## src/rtl/uart_pkg.sv

```systemverilog
// Shared types and defaults for the serial command receiver.
package uart_pkg;

    typedef enum logic [1:0] {IDLE, START, DATA, STOP} rx_state_t;
    typedef enum logic {WAIT_HI, WAIT_LO} asm_state_t;

    localparam int BAUD_DIV_DFLT     = 2604;
    localparam int TIMEOUT_BITS_DFLT = 20;

endpackage

```

## src/rtl/uart_cmd_rcv_if.sv

```systemverilog
// Command handshake bundle between the receiver (master) and the
// MazeRunner command processor (slave).
interface uart_cmd_rcv_if;

    logic [15:0] cmd;
    logic        cmd_rdy;
    logic        clr_cmd_rdy;
    logic        frm_err;
    logic        ovr;

    modport master (output cmd, cmd_rdy, frm_err, ovr, input clr_cmd_rdy);
    modport slave  (input cmd, cmd_rdy, frm_err, ovr, output clr_cmd_rdy);

endinterface

```

## src/rtl/uart_byte_rx.sv

```systemverilog
// 8N1 byte receiver: RX synchronizer, start-edge detect, bit FSM and
// baud counter. rx_vld / rx_ferr are high during the stop-sample cycle.
// Optional build macro: UART_CMD_TIMEOUT_EN (adds the rx_busy output).
module uart_byte_rx
    import uart_pkg::*;
#(
    parameter int BAUD_DIV = BAUD_DIV_DFLT
) (
    input  logic       clk,
    input  logic       rst_n,
    input  logic       RX,
`ifdef UART_CMD_TIMEOUT_EN
    output logic       rx_busy,
`endif
    output logic [7:0] rx_data,
    output logic       rx_vld,
    output logic       rx_ferr
);

    localparam int CW = $clog2(BAUD_DIV);
    // The counter expires on 0, so a load of N-1 gives an N-clock period.
    localparam logic [CW-1:0] FULL_LOAD = CW'(BAUD_DIV - 1);
    localparam logic [CW-1:0] HALF_LOAD = CW'(BAUD_DIV / 2 - 1);

    logic            rx_meta;
    logic            rx_sync;
    logic            rx_prev;
    logic            fall;
    logic            expire;
    rx_state_t       state;
    logic [CW-1:0]   baud_cnt;
    logic [2:0]      bit_cnt;
    logic [7:0]      shift;

    // Two-flop synchronizer plus one edge-detect stage, all idling high.
    // NOTE: sequential state uses non-blocking assignments so every flop
    // samples the pre-edge value of its neighbours.
    always_ff @(posedge clk or negedge rst_n) begin
        if (!rst_n) begin
            rx_meta <= 1'b1;
            rx_sync <= 1'b1;
            rx_prev <= 1'b1;
        end else begin
            rx_meta <= RX;
            rx_sync <= rx_meta;
            rx_prev <= rx_sync;
        end
    end

    assign fall   = rx_prev & ~rx_sync;
    assign expire = (baud_cnt == '0);

    // Bit FSM: half-bit wait to the start-bit centre, then one sample per bit.
    always_ff @(posedge clk or negedge rst_n) begin
        if (!rst_n) begin
            state    <= IDLE;
            baud_cnt <= '0;
            bit_cnt  <= '0;
            shift    <= '0;
        end else begin
            case (state)
                IDLE: begin
                    if (fall) begin
                        baud_cnt <= HALF_LOAD;
                        state    <= START;
                    end
                end
                START: begin
                    if (!expire) begin
                        baud_cnt <= baud_cnt - 1'b1;
                    end else if (rx_sync) begin
                        state <= IDLE;          // glitch, not a start bit
                    end else begin
                        baud_cnt <= FULL_LOAD;
                        bit_cnt  <= '0;
                        state    <= DATA;
                    end
                end
                DATA: begin
                    if (!expire) begin
                        baud_cnt <= baud_cnt - 1'b1;
                    end else begin
                        shift    <= {rx_sync, shift[7:1]};
                        baud_cnt <= FULL_LOAD;
                        bit_cnt  <= bit_cnt + 3'd1;
                        if (bit_cnt == 3'd7) state <= STOP;
                    end
                end
                STOP: begin
                    if (!expire) baud_cnt <= baud_cnt - 1'b1;
                    else         state    <= IDLE;
                end
                default: state <= IDLE;
            endcase
        end
    end

    assign rx_data = shift;
    assign rx_vld  = (state == STOP) && expire &&  rx_sync;
    assign rx_ferr = (state == STOP) && expire && !rx_sync;
`ifdef UART_CMD_TIMEOUT_EN
    assign rx_busy = (state != IDLE);
`endif

endmodule

```

## src/rtl/uart_cmd_rcv.sv

```systemverilog
// Serial command receiver: pairs bytes (high first) into a 16-bit command
// with a sticky cmd_rdy / clr_cmd_rdy handshake, frm_err and ovr pulses.
// Optional build macro: UART_CMD_TIMEOUT_EN (WAIT_LO timeout).
module uart_cmd_rcv
    import uart_pkg::*;
#(
    parameter int BAUD_DIV     = BAUD_DIV_DFLT,
    parameter int TIMEOUT_BITS = TIMEOUT_BITS_DFLT
) (
    input  logic            clk,
    input  logic            rst_n,
    input  logic            RX,
    uart_cmd_rcv_if.master  bus
);

    if (BAUD_DIV < 16 || TIMEOUT_BITS < 1) begin : g_param_chk
        $error("uart_cmd_rcv: BAUD_DIV must be >= 16 and TIMEOUT_BITS >= 1");
    end

    logic [7:0] rx_data;
    logic       rx_vld;
    logic       rx_ferr;
    logic       done;
    logic       tmo_hit;
    asm_state_t asm_state;
    logic [7:0] hi_byte;

`ifdef UART_CMD_TIMEOUT_EN
    logic rx_busy;
`endif

    uart_byte_rx #(.BAUD_DIV(BAUD_DIV)) u_byte_rx (
        .clk     (clk),
        .rst_n   (rst_n),
        .RX      (RX),
`ifdef UART_CMD_TIMEOUT_EN
        .rx_busy (rx_busy),
`endif
        .rx_data (rx_data),
        .rx_vld  (rx_vld),
        .rx_ferr (rx_ferr)
    );

    assign done = rx_vld && (asm_state == WAIT_LO);

`ifdef UART_CMD_TIMEOUT_EN
    localparam int TMO_LIMIT = TIMEOUT_BITS * BAUD_DIV;
    localparam int TW        = $clog2(TMO_LIMIT + 1);

    logic [TW-1:0] tmo_cnt;

    assign tmo_hit = (asm_state == WAIT_LO) && !rx_busy &&
                     (tmo_cnt == TW'(TMO_LIMIT - 1));

    // Idle time in WAIT_LO; frozen while a frame is in flight.
    always_ff @(posedge clk or negedge rst_n) begin
        if (!rst_n)                      tmo_cnt <= '0;
        else if (asm_state != WAIT_LO)   tmo_cnt <= '0;
        else if (!rx_busy && !tmo_hit)   tmo_cnt <= tmo_cnt + 1'b1;
    end
`else
    assign tmo_hit = 1'b0;
`endif

    // Byte assembler: a framing error or timeout drops any pending high byte.
    always_ff @(posedge clk or negedge rst_n) begin
        if (!rst_n) begin
            asm_state <= WAIT_HI;
            hi_byte   <= '0;
        end else if (rx_ferr || tmo_hit) begin
            asm_state <= WAIT_HI;
        end else if (rx_vld) begin
            if (asm_state == WAIT_HI) begin
                hi_byte   <= rx_data;
                asm_state <= WAIT_LO;
            end else begin
                asm_state <= WAIT_HI;
            end
        end
    end

    // Handshake and status pulses; a completing command beats a clear.
    always_ff @(posedge clk or negedge rst_n) begin
        if (!rst_n) begin
            bus.cmd     <= '0;
            bus.cmd_rdy <= 1'b0;
            bus.frm_err <= 1'b0;
            bus.ovr     <= 1'b0;
        end else begin
            bus.frm_err <= rx_ferr;
            bus.ovr     <= done && bus.cmd_rdy && !bus.clr_cmd_rdy;
            if (done) begin
                bus.cmd     <= {hi_byte, rx_data};
                bus.cmd_rdy <= 1'b1;
            end else if (bus.clr_cmd_rdy) begin
                bus.cmd_rdy <= 1'b0;
            end
        end
    end

endmodule

```

## src/flat_wrapper.sv

```systemverilog
// flat-port wrapper written by rule: the top's interface ports become plain ports
module uart_cmd_rcv_flat import uart_pkg::*;
#(
    parameter int BAUD_DIV     = BAUD_DIV_DFLT,
    parameter int TIMEOUT_BITS = TIMEOUT_BITS_DFLT
)
  (clk, rst_n, RX, bus_cmd, bus_cmd_rdy, bus_frm_err, bus_ovr, bus_clr_cmd_rdy);
  uart_cmd_rcv_if bus_i ();
  input  logic clk;
  input  logic rst_n;
  input  logic RX;
  output wire logic [$bits(bus_i.cmd)-1:0] bus_cmd;
  output wire logic [$bits(bus_i.cmd_rdy)-1:0] bus_cmd_rdy;
  output wire logic [$bits(bus_i.frm_err)-1:0] bus_frm_err;
  output wire logic [$bits(bus_i.ovr)-1:0] bus_ovr;
  input wire logic [$bits(bus_i.clr_cmd_rdy)-1:0] bus_clr_cmd_rdy;
  assign bus_cmd = bus_i.cmd;
  assign bus_cmd_rdy = bus_i.cmd_rdy;
  assign bus_frm_err = bus_i.frm_err;
  assign bus_ovr = bus_i.ovr;
  assign bus_i.clr_cmd_rdy = bus_clr_cmd_rdy;
  uart_cmd_rcv #(.BAUD_DIV(BAUD_DIV), .TIMEOUT_BITS(TIMEOUT_BITS)) u_core (.clk(clk), .rst_n(rst_n), .RX(RX), .bus(bus_i));
endmodule
```

## config.mk

```make
export PLATFORM = sky130hd
export DESIGN_NAME = uart_cmd_rcv_flat
export DESIGN_NICKNAME = d
export VERILOG_FILES = /design/src/rtl/uart_pkg.sv /design/src/rtl/uart_cmd_rcv_if.sv /design/src/rtl/uart_byte_rx.sv /design/src/rtl/uart_cmd_rcv.sv /design/src/flat_wrapper.sv
export SDC_FILE = /design/constraint.sdc
export NUM_CORES = 1
export LEC_CHECK = 0
export CORE_MARGIN = 2
export CORE_UTILIZATION = 55
export CTS_BUF_LIST = sky130_fd_sc_hd__clkbuf_8
export CTS_CLUSTER_DIAMETER = 100
export CTS_CLUSTER_SIZE = 25
export DETAILED_ROUTE_END_ITERATION = 12
export PLACE_DENSITY = 0.73
export SYNTH_ARGS = -nofsm -noshare
export SYNTH_HDL_FRONTEND = slang
export SYNTH_HIERARCHICAL = 1
export SYNTH_SLANG_ARGS = --single-unit
export TNS_END_PERCENT = 50
```

## constraint.sdc

```tcl
create_clock -name clk -period 2.75 [get_ports clk]
set_input_delay 0.55 -clock clk [delete_from_list [all_inputs] [get_ports clk]]
set_output_delay 0.55 -clock clk [all_outputs]
set_load 0.03 [all_outputs]
```

==> Word level (Yosys, flattened, before mapping) <==
Index checks and enable logic that the tools add are counted.
{ "classes": {"muxes": 22, "n_reduce_logical": 18, "add_sub_neg": 2, "bitwise": 4, "eq_ne": 12} }
{ "op_table": {"columns": ["op", "count"], "rows": [
  ["2-to-1 mux 12 bit", 5],
  ["one-hot mux 12 bit (4 select lines)", 1],
  ["!= test 2 bit (second input constant)", 7],
  ["zero test 12 bit", 1],
  ["2-to-1 mux 2 bit", 6],
  ["subtractor 12 x 1 -> 12 bit (second input constant)", 1],
  ["2-to-1 mux 3 bit", 3],
  ["one-hot mux 2 bit (4 select lines)", 1],
  ["logical AND 1 bit", 6],
  ["one-hot mux 3 bit (2 select lines)", 1],
  ["AND reduction 3 bit", 2],
  ["nonzero test 2 bit", 3],
  ["2-to-1 mux 1 bit", 5],
  ["AND reduction 5 bit", 1],
  ["equality test 2 bit (second input constant)", 2],
  ["AND reduction 4 bit", 1],
  ["adder 3 x 1 -> 3 bit (second input constant)", 1],
  ["equality test 3 bit (second input constant)", 1],
  ["!= test 3 bit (second input constant)", 1],
  ["NOT 1 bit", 3],
  ["equality test 2 x 1 -> 1 bit (second input constant)", 1],
  ["zero test 1 bit", 2],
  ["zero test 2 bit", 1],
  ["AND reduction 2 bit", 1],
  ["bitwise AND 1 bit", 1]
]} }
{ "totals": {"output_inout_bits": 19, "regBits": 56, "input_bits": 4, "word_cells": 71} }

==> Logic depth before layout (Yosys ltp) <==
{ "logic_depth": {"ltp_word": 6, "ltp_mapped": 9} }

==> Cells and area by module <==
Netlist, hierarchy kept.
{ "modules_own_cells": {"columns": ["mod", "cells_each", "area_per_inst_um2", "n_inst"], "rows": [
  ["uart_byte_rx", 183, 1764.2, 1],
  ["uart_cmd_rcv", 60, 1036.0, 1]
]} }

==> Worst setup path after synthesis <==
Ideal clock, no wire load.
{ "synth_path": {"kind": "register to register", "startpoint": "register u_core.u_byte_rx.baud_cnt[6]", "endpoint": "register u_core.hi_byte[0]", "setup_time_ns": 0.125, "path_stages_with_launch": 8, "slack_ns": 0.358, "required_ns": 2.625, "n_path_buf": 1, "arrival_ns": 2.268, "path_cell_list": "dfrtp_1 nor4_4 and4_1 buf_6 nand2_1 nor2_1 nor3b_4 mux2_2"} }
{ "synth_lines": {"columns": ["element", "line", "source"], "rows": [
  ["start: declaration", "uart_byte_rx.sv:31", "logic [CW-1:0] baud_cnt;"],
  ["start signal: assignment", "uart_byte_rx.sv:70", "baud_cnt <= baud_cnt - 1'b1;"],
  ["start signal: assignment", "uart_byte_rx.sv:81", "baud_cnt <= baud_cnt - 1'b1;"],
  ["start signal: assignment", "uart_byte_rx.sv:90", "if (!expire) baud_cnt <= baud_cnt - 1'b1;"],
  ["zero test 12 bit", "uart_byte_rx.sv:51", "assign expire = (baud_cnt == '0);"],
  ["logical AND 1 bit (2 in a row)", "uart_byte_rx.sv:99", "assign rx_vld = (state == STOP) && expire && rx_sync;"],
  ["named net u_core.rx_vld", "uart_cmd_rcv.sv:21", "logic rx_vld;"],
  ["AND reduction 3 bit (no line)", null, null],
  ["end signal: assignment", "uart_cmd_rcv.sv:74", "hi_byte <= rx_data;"],
  ["end: declaration", "uart_cmd_rcv.sv:26", "logic [7:0] hi_byte;"]
]} }
The timed path passes the listed nets, and every way through them passes these cells.
A chain may end at the register's enable or synchronous reset.

==> Worst setup path in the final report <==
{ "layout_path": {"startpoint": "register u_core.u_byte_rx.baud_cnt[0]", "endpoint": "register u_core.hi_byte[4]"} }
Same word-level chain as after synthesis.

==> metrics.txt <==
outcome=complete, no violations; crit-path max cell delay=0.49 ns; Reg2Reg Depth=7; Netlist cell types=54; Slew @ Worst Pin=0.554 ns; die width=75.4 um; largest net degree at the start of global routing=28; post-synth top area cell=dfrtp_1; Max VDD drop=0.000461 V; Ys Warns=6; fin area=3180 sq um; final hold vios=0; Lkg Pwr=1.49 nW; drt first pass iters=4; cell with the most instances after synthesis=dfrtp_1; P&R area growth vs syn=13.4%; Inserted Diodes=0; Final Slew Violations=0; vias in the first global route=1,942; DP Wirelength=3920 um; Area contributors post-synth=dfrtp_1 (47%), mux2_2 (13%), ha_1 (4.0%), dfstp_2 (2.8%), a31oi_1 (2.0%); Mapped Avg Cell Area=11.5 sq um; worst-path cell chain=inv_1 > ha_1 > and4_1 > nand2_1 > nor2_1 > nor3b_4 > mux2_2; # DRC=0; post-route ant nets=0; first-pass GRT wire length=between 9000 and 10,000 um; kind of critical path=reg2reg; grt ovf=0; Seq pwr share=0.431; Post-Syn Area=2800 sq um; Max-Cap Viols=0; switching share of total power=0.391; placer congestion estimate=0.933; Critical Path AT=2.63 ns; Mapped Cells=243; clk sink count=56; fillers=between 300 and 400; Post-synth ARST share=1.00; CP max stage cell=nor3b_4; utilization after layout=0.659; CTS H-tree depth=2; Reg area=1410 sq um; CP Depth=7; Placement Rows=25; Clock Pin Slew Worst Setup and Hold Paths=0.10 ns; Worst-Skew Late Latency=0.31 ns; Cell Pwr Density=732 nW/um^2; layout cells sized above 1=0.216; postcts setup bufs=0; delay-heaviest family, CP=simple AND/OR/NAND/NOR gates; Die H=between 70 and 80 um; most frequent cells after synthesis=dfrtp_1 (53), mux2_2 (32), nor2_1 (14); GRT Util Overall=0.213; Seq/Total Area, Yosys=0.502; Post-synth EDFFs=0; setup ws final=~0.32 ns; syn nets=roughly 260; CP max FO=8; Final nets=281; Critical Path End Type=flop; placed cell area=a little over 3000 sq um; clock power share=0.189; area of the multi-input gates=1290 sq um; fmax=between 400 and 500 MHz; core area=about 4800 sq um; period utilisation layout=0.884; Yosys reg bits=56; die area=~5700 sq um; PortBufs=22; DRT Wirelength=around 5500 um; cts bufs inserted=5; maximum root-to-sink buffer count=2; TNS Setup=0 ns; final setup vio count=0; Layout Skew=around 0.0062 ns; detailed-route via count=1,999; RSZ-0062 raised after global routing=false; vias per inst=slightly below 6; Resized cells post-CTS=0; Logic pwr share=0.380; DR iter-0 viols=roughly 120; post-synth top area share=0.474; Post-CTS Hold Fix Bufs=0; worst path required time=2.95 ns; Rel. slew slack=0.628; WP buf/inv=1; pre-CTS WS=0.351 ns; Int Pwr=about 0.0014 W; initial antenna violation count=0; P_sw=0.000909 W; main flop type after synthesis=dfrtp_1; DR WL/cell=around 16 um; Initial Utilization=0.581; CTS tree=built; CP startpoint kind=flop; Period minus WS final=2.43 ns; Root Buffer=clkbuf_8; worst hold path class=in2async; I/O pin total=23
==> cell families after synthesis <==
group	synth area share
simple gates	0.146
compound gates	0.141
flops	0.502
mux	0.132
buf+inv	0.0357
fa+ha+maj	0.0402
xor+xnor	0.00313
==> flip-flops by register name, summed over array words and instances (netlist names), named ones only <==
| register | flops |
|---|---|
| u_core/asm_state | 1 |
| u_core/u_byte_rx/rx_data | 8 |
| u_core/u_byte_rx/bit_cnt | 3 |
| u_core/bus.cmd | 16 |
| u_core/u_byte_rx/rx_meta | 1 |
| u_core/u_byte_rx/state | 1 |
| u_core/u_byte_rx/rx_prev | 1 |
| u_core/hi_byte | 8 |
| u_core/bus.frm_err | 1 |
| u_core/u_byte_rx/baud_cnt | 12 |
| u_core/bus.ovr | 1 |
| u_core/bus.cmd_rdy | 1 |
| u_core/u_byte_rx/rx_sync | 1 |
==> power groups by stage <==
stage               combinational (W)  sequential (W)  clock (W)
floorplan                    0.000654        0.000994          0
global placement             0.000864         0.00101          0
detailed placement           0.000858         0.00101          0
CTS                          0.000863        0.000999   0.000458
global route                 0.000972         0.00102   0.000496
finish                       0.000883         0.00100   0.000439
==> final cells by class <==
cell class	count	area share
Sequential cell	56	0.442
Multi-Input combinational cell	166	0.408
Timing Repair Buffer	29	0.0843
Tap cell	67	0.0264
Clock buffer	5	0.0217
Inverter	10	0.0118
Clock inverter	3	0.00552
==> worst paths after layout <==
kind,end,startpoint,slack (ns)
max,u_core/hi_byte[4]$_DFFE_PN0P_,u_core/u_byte_rx/baud_cnt[0]$_DFFE_PN0P_,0.32
min,u_core/u_byte_rx/baud_cnt[0]$_DFFE_PN0P_,rst_n,0.11
max reg2reg,u_core/hi_byte[4]$_DFFE_PN0P_,u_core/u_byte_rx/baud_cnt[0]$_DFFE_PN0P_,0.32
min reg2reg,u_core/u_byte_rx/rx_sync$_DFF_PN1_,u_core/u_byte_rx/rx_meta$_DFF_PN1_,0.36
max in group asynchronous,u_core/u_byte_rx/rx_sync$_DFF_PN1_,rst_n,1.96
min in group clk,u_core/u_byte_rx/rx_sync$_DFF_PN1_,u_core/u_byte_rx/rx_meta$_DFF_PN1_,0.36
==> layout by cell type (no fill, tap or decap), types with 2 or more instances in the layout <==
master | netlist | routed
a211oi_1 | 6 | 6
a21oi_1 | 10 | 10
a31oi_1 | 9 | 9
a41oi_1 | 2 | 2
and2_1 | 5 | 5
buf_4 | 0 | 7
clkbuf_8 | 1 | 5
clkdlybuf4s50_1 | 0 | 21
dfrtp_1 | 53 | 53
dfstp_2 | 3 | 3
ha_1 | 9 | 9
inv_1 | 10 | 11
mux2_2 | 32 | 32
nand2_1 | 10 | 10
nand2b_1 | 6 | 6
nand3_1 | 2 | 2
nand4_1 | 2 | 2
nor2_1 | 14 | 14
nor2b_1 | 4 | 4
nor3_1 | 6 | 6
nor3b_1 | 2 | 2
o2111ai_1 | 2 | 2
o211ai_1 | 2 | 2
o21ai_0 | 7 | 7
o221ai_1 | 2 | 2
o31ai_1 | 7 | 7
==> through the flow <==
step           std cells  hold WS, ns  power, W
3_3_place_gp         328        0.347   0.00188
3_5_place_dp         328        0.352   0.00187
2_1_floorplan        243        0.254   0.00165
6_report             336        0.114   0.00232
4_1_cts              336        0.117   0.00232
5_1_grt              336        0.129   0.00248
==> metal layers <==
metal | track usage | part of all wire
met5 | 0 | 0
met4 | 0.0565 | 0.0062
met3 | 0.0503 | 0.059
met2 | 0.328 | 0.47
met1 | 0.308 | 0.47
No activity file was read; power rests on OpenSTA's default activity.
